### src/rtl/jk_pkg.sv
// Shared types, phase table and expected-value function for the JK flop drive/check harness.
package jk_pkg;

  typedef enum logic [1:0] {
    JK_HOLD = 2'b00,
    JK_RST  = 2'b01,
    JK_SET  = 2'b10,
    JK_TGL  = 2'b11
  } jk_t;

  typedef enum logic [1:0] {
    ST_IDLE,
    ST_CLR,
    ST_SETTLE,
    ST_RUN
  } state_t;

  localparam jk_t JK_PHASE [4] = '{JK_SET, JK_TGL, JK_HOLD, JK_RST};

  function automatic logic jk_next(input logic q, input jk_t jk);
    logic r;
    r = q;
    case (jk)
      JK_HOLD: r = q;
      JK_RST:  r = 1'b0;
      JK_SET:  r = 1'b1;
      JK_TGL:  r = ~q;
      default: r = q;
    endcase
    return r;
  endfunction

  // Channel ch runs the table delayed by ch phases.
  function automatic jk_t jk_pattern(input logic [1:0] ph, input int unsigned ch);
    logic [1:0] idx;
    idx = ph - 2'(ch);
    return JK_PHASE[idx];
  endfunction

endpackage

### src/rtl/jk_model_chk.sv
// One channel: expected JK flop state and Q/Q_ comparison against the readback.
module jk_model_chk
  import jk_pkg::*;
(
  input  logic clk_i,
  input  logic rst_ni,
  input  logic clr_i,
  input  logic upd_i,
  input  logic chk_i,
  input  jk_t  jk_i,
  input  logic q_i,
  input  logic qn_i,
  output logic mis_o
);

  logic exp_q, exp_d;

  always_comb begin
    exp_d = exp_q;
    if (clr_i)      exp_d = 1'b0;
    else if (upd_i) exp_d = jk_next(exp_q, jk_i);
  end

  always_ff @(posedge clk_i) begin
    if (!rst_ni) exp_q <= 1'b0;
    else         exp_q <= exp_d;
  end

  // exp_q already reflects the J/K the DUT sampled at the previous edge.
  assign mis_o = chk_i & ((q_i != exp_q) | (qn_i != ~exp_q));

endmodule

### src/rtl/jk_drive_check.sv
// Drives a bank of JK flops through a fixed 4-phase J/K sequence and checks Q/Q_ against a model.
module jk_drive_check
  import jk_pkg::*;
#(
  parameter int unsigned N    = 2,
  parameter int unsigned HOLD = 6,
  parameter int unsigned CW   = 8
) (
  input  logic          C,
  input  logic          R,
  input  logic          EN,
  output logic [N-1:0]  J,
  output logic [N-1:0]  K,
  output logic [N-1:0]  S_N,
  output logic [N-1:0]  R_N,
  input  logic [N-1:0]  Q,
  input  logic [N-1:0]  Q_N,
  output logic [1:0]    PH,
  output logic [CW-1:0] LOOPS,
  output logic          ERR,
  output logic [N-1:0]  ERR_CH,
  output logic [CW-1:0] ERR_CNT
);

  localparam int unsigned    HW        = (HOLD > 2) ? $clog2(HOLD) : 1;
  localparam logic [HW-1:0]  HOLD_LAST = HW'(HOLD - 1);
  localparam logic [CW-1:0]  SAT       = '1;

  state_t        st_q, st_d;
  logic [HW-1:0] hold_q, hold_d;
  logic [1:0]    ph_q, ph_d;
  logic [CW-1:0] loops_q, loops_d;
  logic          err_q, err_d;
  logic [N-1:0]  err_ch_q, err_ch_d;
  logic [CW-1:0] err_cnt_q, err_cnt_d;
  logic [N-1:0]  j_q, j_d, k_q, k_d, rn_q, rn_d;
  logic [N-1:0]  mis;
  logic          mdl_clr, mdl_upd, run_chk;

  assign mdl_clr = EN & (st_q == ST_CLR);
  assign mdl_upd = EN & ((st_q == ST_SETTLE) | (st_q == ST_RUN));
  assign run_chk = EN & (st_q == ST_RUN);

  for (genvar g = 0; g < N; g++) begin : g_ch
    jk_model_chk u_chk (
      .clk_i  (C),
      .rst_ni (R),
      .clr_i  (mdl_clr),
      .upd_i  (mdl_upd),
      .chk_i  (run_chk),
      .jk_i   (jk_t'({j_q[g], k_q[g]})),
      .q_i    (Q[g]),
      .qn_i   (Q_N[g]),
      .mis_o  (mis[g])
    );
  end

  always_comb begin
    jk_t pat;
    pat       = JK_HOLD;
    st_d      = st_q;
    hold_d    = hold_q;
    ph_d      = ph_q;
    loops_d   = loops_q;
    err_d     = err_q;
    err_ch_d  = err_ch_q;
    err_cnt_d = err_cnt_q;
    rn_d      = '1;
    j_d       = '0;
    k_d       = '0;

    if (!EN) begin
      st_d = ST_IDLE;
    end else begin
      case (st_q)
        ST_IDLE: begin
          st_d      = ST_CLR;
          rn_d      = '0;
          hold_d    = '0;
          ph_d      = '0;
          loops_d   = '0;
          err_d     = 1'b0;
          err_ch_d  = '0;
          err_cnt_d = '0;
        end
        ST_CLR:    st_d = ST_SETTLE;
        ST_SETTLE: st_d = ST_RUN;
        ST_RUN: begin
          if (hold_q == HOLD_LAST) begin
            hold_d = '0;
            ph_d   = ph_q + 2'd1;
            if ((ph_q == 2'd3) && (loops_q != SAT)) loops_d = loops_q + CW'(1);
          end else begin
            hold_d = hold_q + HW'(1);
          end
          if (|mis) begin
            err_d    = 1'b1;
            err_ch_d = err_ch_q | mis;
            if (err_cnt_q != SAT) err_cnt_d = err_cnt_q + CW'(1);
          end
        end
        default: st_d = ST_IDLE;
      endcase
    end

    // J/K are registered, so load the pattern for the phase the next cycle will be in.
    if (st_d == ST_RUN) begin
      for (int unsigned ch = 0; ch < N; ch++) begin
        pat     = jk_pattern(ph_d, ch);
        j_d[ch] = pat[1];
        k_d[ch] = pat[0];
      end
    end
  end

  always_ff @(posedge C) begin
    if (!R) begin
      st_q      <= ST_IDLE;
      hold_q    <= '0;
      ph_q      <= '0;
      loops_q   <= '0;
      err_q     <= 1'b0;
      err_ch_q  <= '0;
      err_cnt_q <= '0;
      j_q       <= '0;
      k_q       <= '0;
      rn_q      <= '1;
    end else begin
      st_q      <= st_d;
      hold_q    <= hold_d;
      ph_q      <= ph_d;
      loops_q   <= loops_d;
      err_q     <= err_d;
      err_ch_q  <= err_ch_d;
      err_cnt_q <= err_cnt_d;
      j_q       <= j_d;
      k_q       <= k_d;
      rn_q      <= rn_d;
    end
  end

  assign J       = j_q;
  assign K       = k_q;
  assign S_N     = '1;
  assign R_N     = rn_q;
  assign PH      = ph_q;
  assign LOOPS   = loops_q;
  assign ERR     = err_q;
  assign ERR_CH  = err_ch_q;
  assign ERR_CNT = err_cnt_q;

endmodule

### config.mk
export PLATFORM = sky130hd
export DESIGN_NAME = jk_drive_check
export DESIGN_NICKNAME = d
export VERILOG_FILES = /design/src/rtl/jk_pkg.sv /design/src/rtl/jk_model_chk.sv /design/src/rtl/jk_drive_check.sv
export SDC_FILE = /design/constraint.sdc
export NUM_CORES = 1
export LEC_CHECK = 0
export CORE_ASPECT_RATIO = 1.75
export CORE_UTILIZATION = 40
export DETAILED_ROUTE_END_ITERATION = 8
export GPL_ROUTABILITY_DRIVEN = 0
export MAX_ROUTING_LAYER = met4
export PLACE_DENSITY = 0.68
export SLEW_MARGIN = 20
export SYNTH_ARGS = -nofsm -noshare
export SYNTH_HDL_FRONTEND = slang
export SYNTH_HIERARCHICAL = 1
export SYNTH_SLANG_ARGS = --single-unit
### constraint.sdc
create_clock -name C -period 2 [get_ports C]
set_input_delay 0.2 -clock C [delete_from_list [all_inputs] [get_ports C]]
set_output_delay 0.2 -clock C [all_outputs]
set_load 0.02 [all_outputs]
======== Word level (Yosys, flattened, before mapping) ========
Cells that the tools add are included.
word-level totals
  register bits ........................... 34
  input bits .............................. 7
  output and inout port bits .............. 29
  word-level logic and storage cells ...... 98
operators by class
  add/subtract/negate cells ............... 5
  order comparisons ....................... 2
  equality and inequality tests ........... 22
  muxes and demuxes ....................... 26
  bitwise operators ....................... 16
  reductions and logical operators ........ 15
operators with widths
  kind                                                                      number
  8-bit two-way mux                                                         4
  8-bit one-hot mux with 2 select lines                                     2
  2-bit two-way mux                                                         9
  8-bit by 1-bit adder with 8-bit output (second input constant)            2
  2-bit == test (second input constant)                                     8
  8-bit inequality test (second input constant)                             2
  2-bit AND reduction                                                       5
  2-bit binary-select mux with 2-bit select                                 2
  2-bit by 1-bit inequality test with 1-bit output (second input constant)  4
  2-bit one-hot mux with 2 select lines                                     2
  4-bit AND reduction                                                       2
  2-bit by 1-bit == test with 1-bit output (second input constant)          3
  3-bit >= comparator (second input constant)                               2
  2-bit logical NOT                                                         3
  2-bit NOT with 3-bit output                                               2
  1-bit one-hot mux with 3 select lines                                     2
  2-bit one-hot mux with 3 select lines                                     1
  3-bit one-hot mux with 2 select lines                                     1
  1-bit AND                                                                 5
  1-bit NOT                                                                 5
  1-bit inequality test                                                     4
  2-bit OR reduction                                                        2
  3-bit by 1-bit adder with 3-bit output (second input constant)            1
  3-bit == test (second input constant)                                     1
  10 further kinds                                                          12

======== Logic depth before layout (Yosys ltp) ========
Gate-level depths: netlist of run 1.
  depth after elaboration ................. 9
  gate-level depth with buffers ........... 9
  depth with buffers taken out ............ 7

======== Modules after synthesis ========
The synthesis of run 1 kept the hierarchy.
modules (own cells, without submodules)
  module          times used  cells each  area each (µm²)  sequential area each (µm²)
  jk_drive_check  1           182         1,576.5          620.6
  jk_model_chk    2           7           63.8             20.0

======== Worst setup path after synthesis of run 1 ========
OpenSTA, ideal clock, no wires.
  path type ............................... register to register
  start ................................... reg st_q[0]
  end ..................................... reg err_cnt_q[7] (netlist: ERR_CNT[7])
  setup time .............................. 0.071 ns
  arrival time ............................ 2.145 ns
  data required time ...................... 1.929 ns
  path slack .............................. -0.216 ns
  stages on the path, launching flop included .. 10
  path buffers ............................ 2
  period minus slack after synthesis ...... 2.216 ns
  cells stage by stage .................... dfxtp_1 -> ha_1 -> clkbuf_1 -> clkbuf_1 -> and2_1 -> o221a_2 -> or3b_2 -> o2111ai_1 -> or3_1 -> a21oi_1
between the ends
  cells in the longest elaborated chain, start to end .. 6
  elaborated cells on any way between the ends .. 11
  classes of those cells .................. 3 x eq/ne; 1 x mux; 3 x bitwise; 4 x reduce/logical
ends and longest elaborated chain
  what                                                               line                   text
  start, declared                                                    jk_drive_check.sv:29   state_t st_q, st_d;
  start signal, assigned                                             jk_drive_check.sv:129  st_q <= st_d;
  2-bit == test                                                      jk_drive_check.sv:42   assign run_chk = EN & (st_q == ST_RUN);
  1-bit AND                                                          jk_drive_check.sv:42
  via run_chk                                                        jk_drive_check.sv:38   logic mdl_clr, mdl_upd, run_chk;
  1-bit AND                                                          jk_model_chk.sv:30     assign mis_o = chk_i & ((q_i != exp_q) | (qn_i != ~exp_q));
  via mis[0]                                                         jk_drive_check.sv:37   logic [N-1:0] mis;
  2-bit OR reduction                                                 jk_drive_check.sv:96   if (|mis) begin
  2-bit by 1-bit inequality test with 1-bit output (no source line)  -
  4-bit AND reduction (no source line)                               -
  end signal, assigned                                               jk_drive_check.sv:135  err_cnt_q <= err_cnt_d;
  end, declared                                                      jk_drive_check.sv:35   logic [CW-1:0] err_cnt_q, err_cnt_d;
The timed path passes the listed nets, and every way through them passes these cells.
A chain may end at the register's enable or synchronous reset.

======== Worst setup path in the final report of run 1 ========
  start ................................... reg st_q[0]
  end ..................................... reg err_cnt_q[4] (netlist: ERR_CNT[4])
The elaborated chain is that of the path after synthesis.

==> results of run 1 <==
[what timing repair did]
action | in CTS | in global routing
endpoints found under the setup margin | 0 | 8
resized for setup | 0 | 11
hold endpoints to repair | 0 | 0
[kinds of logic after synthesis]
group                      Yosys count  synth area share [%]
and+or+nand+nor                     82                  28.0
AOI/OAI and AO/OA                   50                  19.6
DFF                                 33                  38.8
buffers and inverters               18                  5.36
adders and majority gates            8                  5.87
xor gates and xnor gates             2                  1.03
muxes                                2                  1.17
other                                1                 0.220
[worst max path at each step]
| stage | start | to | slack, ns | cells past startpoint |
|---|---|---|---|---|
| after floorplan | st_q[0]$_SDFF_PN0_ | ERR_CNT[7]$_SDFFE_PN0P_ | 0.002 | 9 |
| after global placement | EN | ERR_CNT[7]$_SDFFE_PN0P_ | 0.02 | 7 |
| after detailed placement | EN | ERR_CNT[3]$_SDFFE_PN0P_ | -0.004 | 7 |
| after CTS | st_q[0]$_SDFF_PN0_ | J[1]$_SDFF_PN0_ | 0.08 | 7 |
| after global routing | st_q[0]$_SDFF_PN0_ | ERR_CNT[4]$_SDFFE_PN0P_ | 0.05 | 8 |
| final | st_q[0]$_SDFF_PN0_ | ERR_CNT[4]$_SDFFE_PN0P_ | 0.14 | 8 |
[power by group through the flow]
stage | Sequential [mW] | Clock [mW] | Combinational, mW
final | 0.666 | 0.657 | 0.117
after detailed placement | 0.681 | 0 | 0.110
after floorplan | 0.686 | 0 | 0.0607
after global placement | 0.681 | 0 | 0.109
after global routing | 0.667 | 0.698 | 0.128
after CTS | 0.666 | 0.666 | 0.110
[per-layer routing]
layer,global-route usage (%),vias to the layer above,wire (µm)
met5,-,-,0
met4,9.09,0,82
met3,5.15,6,122
met2,35.0,29,2050
met1,18.5,755,1500
li1,-,799,-
[state kept, by name, indices dropped and copies added, names as in the netlist, 2 cells and up]
| signal | count |
|---|---|
| ERR_CH | 2 |
| ERR_CNT | 8 |
| J | 2 |
| K | 2 |
| LOOPS | 8 |
| PH | 2 |
| g_ch.u_chk/exp_q | 2 |
| hold_q | 3 |
| st_q | 2 |
[cells in the mapped netlist (2+ instances only)]
library cell | n | area (µm²)
dfxtp_1 | 33 | 661
a21oi_1 | 15 | 75.1
nand3_1 | 15 | 75.1
o21ai_0 | 14 | 70.1
nor2_1 | 11 | 41.3
nand2_1 | 10 | 37.5
or3_1 | 10 | 62.6
nand4_1 | 9 | 56.3
ha_1 | 8 | 100
and2_1 | 7 | 43.8
clkbuf_1 | 6 | 22.5
inv_1 | 6 | 22.5
buf_4 | 4 | 30.0
nor2b_1 | 4 | 25.0
o211ai_1 | 4 | 30.0
a21boi_0 | 3 | 22.5
nand2b_1 | 3 | 18.8
nand3b_1 | 3 | 22.5
a21o_1 | 2 | 15.0
a22oi_1 | 2 | 15.0
and4bb_2 | 2 | 25.0
mux2i_1 | 2 | 20.0
o2111ai_1 | 2 | 17.5
o221a_2 | 2 | 22.5
[per-stage QoR]
step	area [µm²]	hold WS [ns]	setup slack [ns]	util [%]
4_1_cts	2270	0.486	0.0778	55.3
5_1_grt	2350	0.526	0.0483	57.1
3_3_place_gp	2160	0.476	0.0152	52.5
3_5_place_dp	2160	0.477	-0.00375	52.5
6_report	2350	0.483	0.145	57.1
2_1_floorplan	1730	0.426	0.00154	-
[worst register-to-register path: cells and delay by family (launching register included)]
family	cells	cell delay, ns
fa+ha+maj	1	0.14
compound gates	3	0.47
simple gates	3	0.71
flops	1	0.33
buf+inv	1	0.14
[layout make-up]
class                   count  area, µm²  share of cell area, %
flip-flops and latches     33        662                   28.2
inverters                   6       22.5                  0.960
clock buffers               7       86.3                   3.68
well taps                  49       61.3                   2.61
repair buffers             48        443                   18.9
clock inverters             1       30.0                   1.28
multi-input cells         146       1040                   44.4
==> flow_summary.ini, run 1 <==
[cts]
cts.sinks = 33
clockBufferDepth = 2
cts_setup_buffers = 0
cts_hold_buffers = 0
cts_buffers = 5
root_buffer = clkbuf_8
clk_pin_slew_ns = 0.07
insertion_delay_ns = 0.30
cts_tree = done
cts_max_level = 2

[timing]
setup-violations-final = 0
tns_ns = 0
fmaxAchievable_ghz = 0.539
skew_ns = 0.00821
rsz0062_at_grt = false
fin_crit_sh_pct = 92.8
slew_viol_final = 0
hold_viol_final = 0
period_minus_slack_ns = 1.86

[critical_path]
required_ns = 2.24
crit_path_top_delay_cell = or3_4
reg2reg_depth = 8
cp_top_family = simple AND/OR/NAND/NOR gates
path_cells = buf_4, ha_4, and2_4, o221a_2, or3b_4, o2111ai_4, or3_4, a21oi_2
end_kind = flop
critPathKind = flop to flop
critPathLaunchType = flop
rr_endpoint = ERR_CNT[4]$_SDFFE_PN0P_
crit_arrival_ns = 2.09
reg2reg_slack_ns = 0.14
critical_path.max_fanout = 4
crit_buf_inv = 1
r2r-start = st_q[0]$_SDFF_PN0_
cpPeakStageDelay_ns = 0.39

[global_routing]
grt_overflow_total = 0
antenna_found_initial = 0
grt_pass1_vias = 1458
grt_pass1_wl_um = 6220
track_usage_pct = 19.3
grt_max_degree = 13

[place]
dp.cells = 282
hpwl_um = 2850
io_buffers = 33

[route]
drt_first_iter_violations = 43
wl_per_cell_um = 12.9
wl_um = 3750
routed_via_density = 5.48
postRouteAntennaNets = 0
vias = 1589
drc = 0
drt-pass1-iter-count = 4

[synth]
yosysWarnings = 6
seq_area_frac_synth_pct = 38.8
yosys_most_used_dff = dfxtp_1
synthCells = 196
synth-edff-count = 0
syn_avg_cell_area_um2 = 8.69
syn_area_um2 = 1700
async_flop_share_pct = 0
synth-seq-cells = 33
synth_cell_types = 43

[pwr]
seq_power_share_pct = 46.3
pwr_density_cell_nw_per_um2 = 614
peakVddDrop_mv = 0.588
p_switching_uw = 319
p_total_mw = 1.44
p_sw_share_pct = 22.1
p_int_mw = 1.12
p_leak_nw = 0.822
pwr-share-clk_pct = 45.6
p_comb_share_pct = 8.1

[final_layout]
n_fill_cell = 412
mostFrequentLayoutCells = clkdlybuf4s50_1 (33), dfxtp_1 (32), nand3_1 (15), buf_4 (15)
layout_commonest_cell = clkdlybuf4s50_1
layout.nets = 255
syn2layout_area_growth_pct = 37.7
num_antenna_cells = 0
instances_no_fill = 290
drive_above_1_share_pct = 16.2

[floorplanning]
die_x_um = 51.3
core_region_area_um2 = 4110
ioPinCount = 36
num_rows = 31
dieHeight_um = 88.3
die-area_um2 = 4540
initial_core_util_pct = 41.4

[hold_path]
min_from = ERR$_SDFFE_PN0P_
hold_class = flop to flop
hold_end = ERR$_SDFFE_PN0P_
holdPathStages = 2

[job]
maxCapViolCount = 0

[status]
status = finished, final reports clean
No activity file was read; power rests on OpenSTA's default activity.
==> inputs of run 2 (changes only) <==
--- a/config.mk
+++ b/config.mk
@@ -9,6 +9,7 @@
 export CORE_UTILIZATION = 40
 export DETAILED_ROUTE_END_ITERATION = 8
 export GPL_ROUTABILITY_DRIVEN = 0
+export HOLD_SLACK_MARGIN = 0.02
 export MAX_ROUTING_LAYER = met4
 export PLACE_DENSITY = 0.68
 export SLEW_MARGIN = 20
==> results of run 2 <==
Same layout as run 1: the final DEF is identical, and so are final timing and power.
==> inputs of run 3 (changes only) <==
--- a/config.mk
+++ b/config.mk
@@ -12,8 +12,10 @@
 export HOLD_SLACK_MARGIN = 0.02
 export MAX_ROUTING_LAYER = met4
 export PLACE_DENSITY = 0.68
+export REMOVE_ABC_BUFFERS = 1
 export SLEW_MARGIN = 20
 export SYNTH_ARGS = -nofsm -noshare
 export SYNTH_HDL_FRONTEND = slang
 export SYNTH_HIERARCHICAL = 1
 export SYNTH_SLANG_ARGS = --single-unit
+export TNS_END_PERCENT = 1
==> run 3 against run 2 <==
Compared with the run above: power shrank 11%; global-route usage grew 0.87 points; via count grew 1.6%; die area is the same; sequential cell count is the same; sequential power is essentially flat; clock skew grew 0.0017 ns; register-to-register slack lost 0.03 ns; fmax shrank 1.8%; sequential share of layout area grew 1.1 points; core utilization shrank 2.0 points; largest cell class unchanged.
==> flow_summary.ini, run 3 (synthesis gave the netlist of run 1 again) <==
[final_layout]
mostFrequentLayoutCells = clkdlybuf4s50_1 (33), dfxtp_1 (31), nand3_1 (15), a21oi_1 (15)
drive_above_1_share_pct = 14.1
utilization_pct = 55.1
num_antenna_cells = 0
fin_area_um2 = 2260
layout_commonest_cell = clkdlybuf4s50_1
layout.nets = 255
syn2layout_area_growth_pct = 32.9

[pwr]
p_int_uw = 952
p_comb_share_pct = 8.6
peakVddDrop_mv = 0.471
seq_power_share_pct = 52.1
p_sw_share_pct = 25.6
p_switching_uw = 328
p_total_mw = 1.28
pwr-share-clk_pct = 39.2
pwr_density_cell_nw_per_um2 = 565
p_leak_nw = 0.809

[critical_path]
reg2reg_slack_ns = 0.11
critPathKind = flop to flop
required_ns = 2.22
critPathLaunchType = flop
end_kind = flop
critical_path.max_fanout = 12
crit_arrival_ns = 2.11

[global_routing]
antenna_found_initial = 0
grt_pass1_wl_um = 6580
track_usage_pct = 20.2
grt_pass1_vias = 1486
grt_overflow_total = 0
grt_max_degree = 20

[route]
routed_via_density = 5.57
wl_um = 4160
vias = 1614
drt_first_iter_violations = 23
postRouteAntennaNets = 0
wl_per_cell_um = 14.4
drc = 0
drt-pass1-iter-count = 4

[floorplanning]
dieHeight_um = 88.3
num_rows = 31
die_x_um = 51.3
ioPinCount = 36
die-area_um2 = 4540
initial_core_util_pct = 41.4
core_region_area_um2 = 4110

[timing]
hold_viol_final = 0
rsz0062_at_grt = false
setup-violations-final = 0
slew_viol_final = 0
skew_ns = 0.00989
fin_crit_sh_pct = 94.5
fmaxAchievable_ghz = 0.529
period_minus_slack_ns = 1.89
holdWs_ns = 0.490

[cts]
cts_max_level = 2
cts_buffers = 5
root_buffer = clkbuf_8
cts_hold_buffers = 0
cts_tree = done
clk_pin_slew_ns = 0.07
cts.sinks = 33
insertion_delay_ns = 0.30
clockBufferDepth = 2

[place]
place_area_um2 = 2160
io_buffers = 33
hpwl_um = 3000

[hold_path]
hold_class = flop to flop

[job]
maxCapViolCount = 0

[status]
status = finished, final reports clean
run 3: final timing paths:
path | cells after the start | from | endpoint
worst min-delay path | 2 | ERR$_SDFFE_PN0P_ | ERR$_SDFFE_PN0P_
worst min register to register | 2 | ERR$_SDFFE_PN0P_ | ERR$_SDFFE_PN0P_
worst max-delay path | 8 | st_q[0]$_SDFF_PN0_ | LOOPS[3]$_SDFFE_PN0P_
worst max register to register | 8 | st_q[0]$_SDFF_PN0_ | LOOPS[3]$_SDFFE_PN0P_
run 3: per-layer routing:
layer  vias up  wire (µm)  GRT usage, %  part of all wire [%]
li1        799          -             -                     -
met1       778       1660          19.6                    40
met2        31       2300          36.0                    55
met3         6        125          4.81                   3.0
met4         0         74          11.1                   1.8
met5         -          0             -                     0
run 3: final cells by class:
type / count / area, µm²
Clock inverter: 3 / 17.5
Multi-Input combinational cell: 146 / 976
Tap cell: 49 / 61.3
Clock buffer: 5 / 68.8
Timing Repair Buffer: 48 / 455
Fill cell: 417 / 1850
Sequential cell: 33 / 663
Inverter: 6 / 22.5
run 3: critical path: stages, from the launching register on:
cell and delay, ns:
dfxtp_2 0.35, inv_1 0.06, ha_1 0.31, nor2b_1 0.13
buf_4 0.14, o2111ai_4 0.15, buf_12 0.18, or3_1 0.34
a21oi_1 0.17
run 3: power by group through the flow:
stage	clock (mW)	combinational [mW]	sequential (mW)
after floorplan	0	0.0399	0.687
after global placement	0	0.108	0.682
after detailed placement	0	0.109	0.682
after CTS	0.506	0.110	0.667
after global routing	0.540	0.121	0.668
final	0.502	0.110	0.667
run 3: what timing repair did:
action                     4_1_cts  5_1_grt
setup endpoints to repair        0        7
resized for setup                0        5
setup buffers                    0        0
run 3: metrics by stage:
stage	setup slack (ns)	std cells	TNS [ns]
after global placement	-0.0995	282	-0.469
after floorplan	-0.210	185	-0.704
after detailed placement	-0.141	282	-0.638
final	0.111	290	0
after global routing	0.00145	290	0
after CTS	0.0305	290	0
